<file path="config.mk">
export PLATFORM = sky130hd
export DESIGN_NAME = control_unit
export DESIGN_NICKNAME = d
export VERILOG_FILES = /design/src/rtl/control_unit.sv
export SDC_FILE = /design/constraint.sdc
export NUM_CORES = 1
export LEC_CHECK = 0
export CAP_MARGIN = 10
export CORE_MARGIN = 5
export CORE_UTILIZATION = 41
export CTS_CLUSTER_DIAMETER = 30
export CTS_CLUSTER_SIZE = 16
export DETAILED_ROUTE_END_ITERATION = 16
export GPL_ROUTABILITY_DRIVEN = 0
export PLACE_DENSITY = 0.87
export SYNTH_ARGS = -nofsm -noshare
export SYNTH_HDL_FRONTEND = slang
export SYNTH_SLANG_ARGS = --single-unit
</file>
<file path="constraint.sdc">
create_clock -name clock -period 5.62 [get_ports clock]
set_clock_uncertainty 0.05 [all_clocks]
set_input_delay 0.562 -clock clock [delete_from_list [all_inputs] [get_ports clock]]
set_output_delay 0.562 -clock clock [all_outputs]
set_load 0.01 [all_outputs]
</file>
<file path="src/rtl/control_unit.sv">
// Hardwired control sequencer: fetch T0-T2, opcode-dependent execute T3-T7, HALT.
// Optional macro CU_MULDIV_EN adds the mul/div execute sequence (otherwise both opcodes act as nop).
module control_unit (
   input  logic        clock,
   input  logic        clear,
   input  logic [31:0] ir,
   input  logic        con_ff,
   input  logic        stop,
   output logic [8:0]  ld_en,
   output logic [7:0]  bus_sel,
   output logic [5:0]  gr_sel,
   output logic [3:0]  mem_ctl,
   output logic [4:0]  alu_op,
   output logic        run
);

   typedef enum logic [3:0] {
      S_RESET, S_T0, S_T1, S_T2, S_T3, S_T4, S_T5, S_T6, S_T7, S_HALT
   } state_t;

   typedef enum logic [3:0] {
      C_NOP, C_ALU, C_IMM, C_LD, C_ST, C_BR, C_JR, C_IN, C_OUT,
      C_MFHI, C_MFLO, C_HALT, C_MULDIV
   } cls_t;

   // Field order matches the concatenation of the output ports.
   typedef struct packed {
      logic pc_in, ir_in, mar_in, mdr_in, y_in, z_in, hi_in, lo_in, outport_in;
      logic pc_out, mdr_out, zhigh_out, zlow_out, hi_out, lo_out, inport_out, c_out;
      logic gra, grb, grc, r_in, r_out, ba_out;
      logic rd, wr, inc_pc, con_in;
      logic [4:0] alu;
   } ctl_t;

   localparam logic [4:0] OP_ADD = 5'b00011;

   state_t     state;
   cls_t       cls;
   ctl_t       ctl;
   logic [4:0] opcode;
   logic       unused_ir;

   assign opcode    = ir[31:27];
   assign unused_ir = ^ir[26:0];

   always_comb begin
      case (opcode)
         5'b00011, 5'b00100, 5'b00101,
         5'b00110, 5'b00111, 5'b01000: cls = C_ALU;
         5'b00001, 5'b01100:           cls = C_IMM;
         5'b00000:                     cls = C_LD;
         5'b00010:                     cls = C_ST;
         5'b10010:                     cls = C_BR;
         5'b10011:                     cls = C_JR;
         5'b10101:                     cls = C_IN;
         5'b10110:                     cls = C_OUT;
         5'b10111:                     cls = C_MFHI;
         5'b11000:                     cls = C_MFLO;
         5'b11010:                     cls = C_HALT;
`ifdef CU_MULDIV_EN
         5'b01111, 5'b10000:           cls = C_MULDIV;
`endif
         default:                      cls = C_NOP;
      endcase
   end

   // NOTE: sequential state uses non-blocking assignments so every reader sees the pre-edge value.
   always_ff @(posedge clock or negedge clear) begin
      if (!clear) begin
         state <= S_RESET;
      end else begin
         case (state)
            S_RESET: state <= S_T0;
            S_T0:    state <= stop ? S_HALT : S_T1;
            S_T1:    state <= S_T2;
            S_T2:    state <= S_T3;
            S_T3: begin
               case (cls)
                  C_HALT:                                   state <= S_HALT;
                  C_ALU, C_IMM, C_LD, C_ST, C_BR, C_MULDIV: state <= S_T4;
                  default:                                  state <= S_T0;
               endcase
            end
            S_T4:    state <= S_T5;
            S_T5:    state <= (cls inside {C_LD, C_ST, C_BR, C_MULDIV}) ? S_T6 : S_T0;
            S_T6:    state <= (cls inside {C_LD, C_ST}) ? S_T7 : S_T0;
            S_T7:    state <= S_T0;
            S_HALT:  state <= S_HALT;
            default: state <= S_RESET;
         endcase
      end
   end

   // Strobes decode from the live state and opcode: IR is only loaded at the end of T2,
   // so a registered decode would act on the previous instruction in T3.
   always_comb begin
      // NOTE: clear the whole control word first so no path through the case infers a latch.
      ctl = '0;
      case (state)
         S_T0: if (!stop) begin
            ctl.pc_out = 1'b1; ctl.mar_in = 1'b1; ctl.inc_pc = 1'b1; ctl.z_in = 1'b1;
         end
         S_T1: begin
            ctl.zlow_out = 1'b1; ctl.pc_in = 1'b1; ctl.rd = 1'b1; ctl.mdr_in = 1'b1;
         end
         S_T2: begin
            ctl.mdr_out = 1'b1; ctl.ir_in = 1'b1;
         end
         S_T3: begin
            case (cls)
               C_ALU:               begin ctl.grb = 1'b1; ctl.r_out = 1'b1; ctl.y_in = 1'b1; end
               C_IMM, C_LD, C_ST:   begin ctl.grb = 1'b1; ctl.ba_out = 1'b1; ctl.y_in = 1'b1; end
               C_BR:                begin ctl.gra = 1'b1; ctl.r_out = 1'b1; ctl.con_in = 1'b1; end
               C_JR:                begin ctl.gra = 1'b1; ctl.r_out = 1'b1; ctl.pc_in = 1'b1; end
               C_IN:                begin ctl.inport_out = 1'b1; ctl.gra = 1'b1; ctl.r_in = 1'b1; end
               C_OUT:               begin ctl.gra = 1'b1; ctl.r_out = 1'b1; ctl.outport_in = 1'b1; end
               C_MFHI:              begin ctl.hi_out = 1'b1; ctl.gra = 1'b1; ctl.r_in = 1'b1; end
               C_MFLO:              begin ctl.lo_out = 1'b1; ctl.gra = 1'b1; ctl.r_in = 1'b1; end
               C_MULDIV:            begin ctl.gra = 1'b1; ctl.r_out = 1'b1; ctl.y_in = 1'b1; end
               default:             ;
            endcase
         end
         S_T4: begin
            case (cls)
               C_ALU:             begin ctl.grc = 1'b1; ctl.r_out = 1'b1; ctl.z_in = 1'b1; ctl.alu = opcode; end
               C_IMM, C_LD, C_ST: begin ctl.c_out = 1'b1; ctl.z_in = 1'b1; ctl.alu = OP_ADD; end
               C_BR:              begin ctl.pc_out = 1'b1; ctl.y_in = 1'b1; end
               C_MULDIV:          begin ctl.grb = 1'b1; ctl.r_out = 1'b1; ctl.z_in = 1'b1; ctl.alu = opcode; end
               default:           ;
            endcase
         end
         S_T5: begin
            case (cls)
               C_ALU, C_IMM: begin ctl.zlow_out = 1'b1; ctl.gra = 1'b1; ctl.r_in = 1'b1; end
               C_LD, C_ST:   begin ctl.zlow_out = 1'b1; ctl.mar_in = 1'b1; end
               C_BR:         begin ctl.c_out = 1'b1; ctl.z_in = 1'b1; ctl.alu = OP_ADD; end
               C_MULDIV:     begin ctl.zlow_out = 1'b1; ctl.lo_in = 1'b1; end
               default:      ;
            endcase
         end
         S_T6: begin
            case (cls)
               C_LD:     begin ctl.rd = 1'b1; ctl.mdr_in = 1'b1; end
               C_ST:     begin ctl.gra = 1'b1; ctl.r_out = 1'b1; ctl.mdr_in = 1'b1; end
               C_BR:     if (con_ff) begin ctl.zlow_out = 1'b1; ctl.pc_in = 1'b1; end
               C_MULDIV: begin ctl.zhigh_out = 1'b1; ctl.hi_in = 1'b1; end
               default:  ;
            endcase
         end
         S_T7: begin
            case (cls)
               C_LD:    begin ctl.mdr_out = 1'b1; ctl.gra = 1'b1; ctl.r_in = 1'b1; end
               C_ST:    ctl.wr = 1'b1;
               default: ;
            endcase
         end
         default: ;
      endcase
   end

   assign {ld_en, bus_sel, gr_sel, mem_ctl, alu_op} = ctl;
   assign run = (state != S_RESET) && (state != S_HALT);

endmodule
</file>
# Yosys cells after proc, flatten, opt, wreduce, memory -nomap -nowiden
# Memory sizes are Yosys's and may differ from the RTL's.
# Cells that the tools add are included.
[word_totals] n_memories=1 regBits=4 mem_bits_ro=128 latch_bits=0 in_bits=36 mem_bits_rw=0 output_inout_bits=33
[memory_table] memory="(name not given)" words=32 word_bits=4 read_ports=1 rd_clocked_by_memory_dff=0 write_ports=0 line_no="47" source="case (opcode)"
[op_classes] mul=0 addsub=0 n_eq_ne=22 n_mux=54 shift=0 div=0 n_reduce_logical=16 bitwise_logic=0 magnitude_cmp=0
[ops] cell="$pmux W4 S9" count=1
[ops] cell="$eq A4 B3 Y1 const B" count=8
[ops] cell="$mux W1" count=31
[ops] cell="$eq A4 B4 Y1 const B" count=7
[ops] cell="$pmux W5 S2" count=2
[ops] cell="$eq A4 B2 Y1 const B" count=4
[ops] cell="$pmux W1 S2" count=8
[ops] cell="$pmux W1 S3" count=5
[ops] cell="$reduce_or A5 Y1" count=2
[ops] cell="$eq A4 B1 Y1 const B" count=2
[ops] cell="$mux W4" count=2
[ops] cell="$pmux W4 S2" count=1
[ops] cell="$reduce_bool A4 Y1" count=2
[ops] cell="$reduce_or A2 Y1" count=4
[ops] cell="$reduce_or A7 Y1" count=1
[ops] cell="$mux W3" count=2
[ops] cell="$reduce_or A3 Y1" count=2
[ops] cell="$reduce_or A6 Y1" count=1
[ops] cell="$logic_not A4 Y1" count=1
[ops] cell="$ne A4 B4 Y1 const B" count=1
[ops] cell="$pmux W1 S4" count=1
[ops] cell="$reduce_or A4 Y1" count=1
[ops] cell="$mux W2" count=1
[ops] cell="$reduce_bool A2 Y1" count=1
[ops] cell="$logic_and A1 B1 Y1" count=1

# Logic depth before layout (Yosys ltp)
# An unclocked memory read counts as a cell.
[logic_depth] word_depth=5 ltp_mapped=9

# Worst setup path after synthesis
# Ideal clock, no wire load.
[synth_path] path_type="input to output" startpoint="input port ir[27]" endpoint="output port alu_op[0]" t_arrival_ns=2.182 path_stages=8 slack_ns=2.826 t_required_ns=5.008 cell_sequence="inv_1 > ha_1 > and4bb_1 > a21o_2 > nor2_4 > mux2_2 > o21ai_1 > a21o_1"
[synth_via] elab_chain_len=5 word_cells_on_any_way=12
[synth_lines] element="start, declared" line_no="6" source="input logic [31:0] ir,"
[synth_lines] element="$mem_v2 Z32 W4"
[synth_lines] element="$eq A4 B2 Y1 (tied with other cells)" line_no="124" source="case (cls)"
[synth_lines] element="$reduce_or A3 Y1 / $reduce_or A2 Y1 (equally long branches)"
[synth_lines] element="$pmux W5 S2" line_no="124"
[synth_lines] element="$pmux W5 S2 (*)" line_no="99" source="case (state)"
[synth_lines] element="end, declared" line_no="13" source="output logic [4:0] alu_op,"
# Mark *: on every way between the ends. The rest lies on a longest branch, timed or not.

# Final worst setup path
[layout_path] startpoint="input port ir[28]" endpoint="output port ld_en[8]"
[layout_via] elab_chain_len=4 word_cells_on_any_way=6
[layout_lines] element="$mem_v2 Z32 W4 (*)"
[layout_lines] element="$eq A4 B3 Y1, on equally long branches" line_no="142, 110"
[layout_lines] element="$mux W1, on equally long branches" line_no="142, 110"
[layout_lines] element="$pmux W1 S3 (*)" line_no="99"
[layout_lines] element="end, declared" line_no="9" source="output logic [8:0] ld_en,"
# Marked as above.

==> impl_results.md <==
- Outcome: complete, no violations
- DRT Pass-1 Iters: 4
- Tmin final: 4.20 ns
- Worst Setup Path Type: primary input to primary output
- Initial antenna violation count: 0
- Buf/Inv on CP: 3
- Post-CTS Setup Repair Bufs: 0
- Max Root-Sink Buffers: 2
- Critical path endpoint category: primary output
- DP HPWL: 2.44 mm
- Global Route Usage Sum: 0.169
- Die height: 62.5 um
- FFs w/ async S/R, synth: 1.00
- Top delay family on crit path: buffers and inverters
- TritonCTS buffer count: 3
- DRT iter0 DRCs: 126
- Post-synthesis sequential area ratio: 0.0885
- Synth Instances: 162
- Setup_tns: 0 ns
- Critical path arrival: around 3.6 ns
- First-pass GRT wire length: approximately 5.7 mm
- RSZ-0062 raised after global routing: false
- Max Cap Violations: 0
- Pwr dens: 251 nW/um^2
- Worst-Skew Late Latency: 0.24 ns
- CTS tree: yes
- Post-synth EDFFs: 0
- R2R Setup Slk: 3.70 ns
- Vias per cell: between 5 and 6
- Final-report setup violation count: 0
- CP startpoint kind: primary input
- Worst path most repeated cell: clkdlybuf4s50_1
- Layout net count: 235
- Vias in the first global route: about 1.2k
- Area grow syn2layout: 34.1%
- Largest net degree at the start of global routing: 17
- Io pins: 69
- Detail Route Antenna Nets: 0
- Max reg flops: 4
- WL per Instance: roughly 15 um
- Die width: 62.5 um
- Slew headroom: 0.533
- Reg power frac: 0.218
- VDD IR max: between 0.0003 and 0.0004 V
- Via count: 1338
- Num rows: 19
- Filler cells: roughly 270
- Setup WS pre-CTS: roughly 1.5 ns
- DRC viols: 0
- Critical-path top delay cell: clkdlybuf4s50_1
- I/O Buffers: 38
- Worst-path clk slew: approximately 0.040 ns
- Core ar.: 2710 um^2
- FMAX: 238 MHz
- Sequential cell area: 100 um^2
- Number of distinct library cells after synthesis: 62
- Starting density of the core: 0.417
- Clk sink count: 4
- Drt total wl: roughly 3.3 mm
- # diodes: 0
- Multi-input gate area: between 900 and 1000 um^2
- Gr ovfl total: 0
- Switching share of power: 0.476
- Die area: 3910 um^2
- Slew @ Worst Pin: 0.698 ns
- Largest regs: state: 4 flops
- Ys Warns: 0
- Final hold violation count: 0
- Sw Pwr: 0.181 mW
- Crit Path Max Fanout: 11
- Hold/Removal Path Class: primary input to asynchronous set/reset pin
- Setup WS post-layout: approximately 1.4 ns
- Worst path depth: 10
- Clk pwr share: 0.096
- Fin crit share: 0.747
- CP cell instances: clkdlybuf4s50_1 -> inv_1 -> ha_1 -> mux2_4 -> mux2i_4 -> nor2_1 -> nand2_1 -> o31a_1 -> o21ai_0 -> clkdlybuf4s50_1
- Most flops, register: state
- Static Leak: 0.590 nW
- Cell Area, Synth: 1130 um^2
- CP max stage delay: 0.57 ns
- Syn Area/Cell: 6.98 um^2
- Yosys reg bits: 4
- Req. time, crit path: 5.01 ns
- Fin. max-slew vios: 0
- Internal power: 0.199 mW
- Post-CTS sizing: 0
- Post-cts hold buffer count: 0
- H-tree levels: 1
- Comb pwr share: 0.687
- Synth Flop Type: dfrtp_1
- Cell count of the worst reg-to-reg path: 5
- Share of layout cells above drive strength 1: 0.114
- CTS root buf: clkbuf_4
worst reg2reg max path: cells and delay by family (launching register included):
family / cells / cell delay [ns]
AOI/OAI and AO/OA: 2 / 0.25
DFF: 1 / 0.60
and+or+nand+nor: 3 / 0.93
cell type report:
class / instances / area share
multi-input cells: 142 / 0.628
clock buffers: 3 / 0.0149
repair buffers: 38 / 0.251
flip-flops and latches: 4 / 0.0660
well taps: 31 / 0.0256
inverters: 6 / 0.0149
cells in the final DEF (no fill, tap or decap), types with 2 or more instances in the layout:
cell             count
ha_1                 4
and2_1               3
nor4_1               2
o32ai_1              2
nand3_1              5
o2111ai_1            2
a21o_1               3
nand2b_1             7
clkdlybuf4s50_1     38
o21ai_0             10
a31o_2               2
dfrtp_1              4
or2_2                2
nand2_1             18
conb_1               3
clkbuf_4             3
nor3_1               5
or2_1                2
nor3_2               2
nor2_1              16
a21oi_1              7
inv_1                6
nor2b_1              3
or3_1                4
o21ai_1              3
o221ai_1             2
power groups by stage:
stage / sequential (mW) / clock [mW] / combinational, mW
6_report: 0.0828 / 0.0364 / 0.261
5_1_grt: 0.0875 / 0.0397 / 0.289
4_1_cts: 0.0814 / 0.0371 / 0.261
3_5_place_dp: 0.0818 / 0 / 0.258
3_3_place_gp: 0.0811 / 0 / 0.255
2_1_floorplan: 0.0475 / 0 / 0.195
routing by layer:
layer	global-route usage	vias to the layer above	part of all wire
met5	0	-	0
met4	0.0371	0	0
met3	0.0252	0	0.082
met2	0.247	58	0.45
met1	0.257	623	0.47
li1	-	657	-
cell usage after synthesis (2+ instances only):
cell type	count	area, um^2
ha_1	4	50.1
or2_2	2	12.5
nor3_2	2	20.0
nor3_1	5	25.0
or2_1	2	12.5
o2111ai_1	2	17.5
o21ai_0	10	50.1
o221ai_1	2	17.5
nor4_1	2	12.5
a21o_1	3	22.5
buf_2	3	15.0
clkbuf_1	5	18.8
dfrtp_1	4	100
a31o_2	2	17.5
nor2_1	16	60.1
nand2_1	18	67.6
nand2b_1	7	43.8
o32ai_1	2	17.5
a21oi_1	7	35.0
and2_1	3	18.8
nor2b_1	3	18.8
o21ai_1	3	15.0
nand3_1	5	25.0
inv_1	6	22.5
or3_1	4	25.0
buf_4	4	30.0
cell families after synthesis:
group                      share of synthesized area
muxes                                         0.0520
AOI/OAI and AO/OA                              0.329
adders and majority gates                     0.0442
buffers and inverters                         0.0763
other                                        0.00332
xor gates and xnor gates                      0.0155
DFF                                           0.0885
and+or+nand+nor                                0.392
worst paths after layout:
kind,end,startpoint
max,ld_en[8],ir[28]
min in group clock,state[0]$_DFF_PN0_,state[0]$_DFF_PN0_
max reg2reg,state[3]$_DFF_PN0_,state[2]$_DFF_PN0_
min reg2reg,state[0]$_DFF_PN0_,state[0]$_DFF_PN0_
max in group asynchronous,state[0]$_DFF_PN0_,clear
min,state[2]$_DFF_PN0_,clear
stage by stage:
step / power (mW) / util / hold slack, ns / instance area (um^2) / instances
finish: 0.381 / 0.560 / 0.479 / 1520 / 224
global route: 0.416 / 0.560 / 0.483 / 1520 / 224
CTS: 0.379 / 0.560 / 0.478 / 1520 / 224
detailed placement: 0.340 / 0.551 / 0.727 / 1490 / 221
global placement: 0.336 / 0.551 / 0.712 / 1490 / 221
floorplan: 0.242 / - / 0.216 / 1140 / 164
Power figures use the tool's default switching activity.
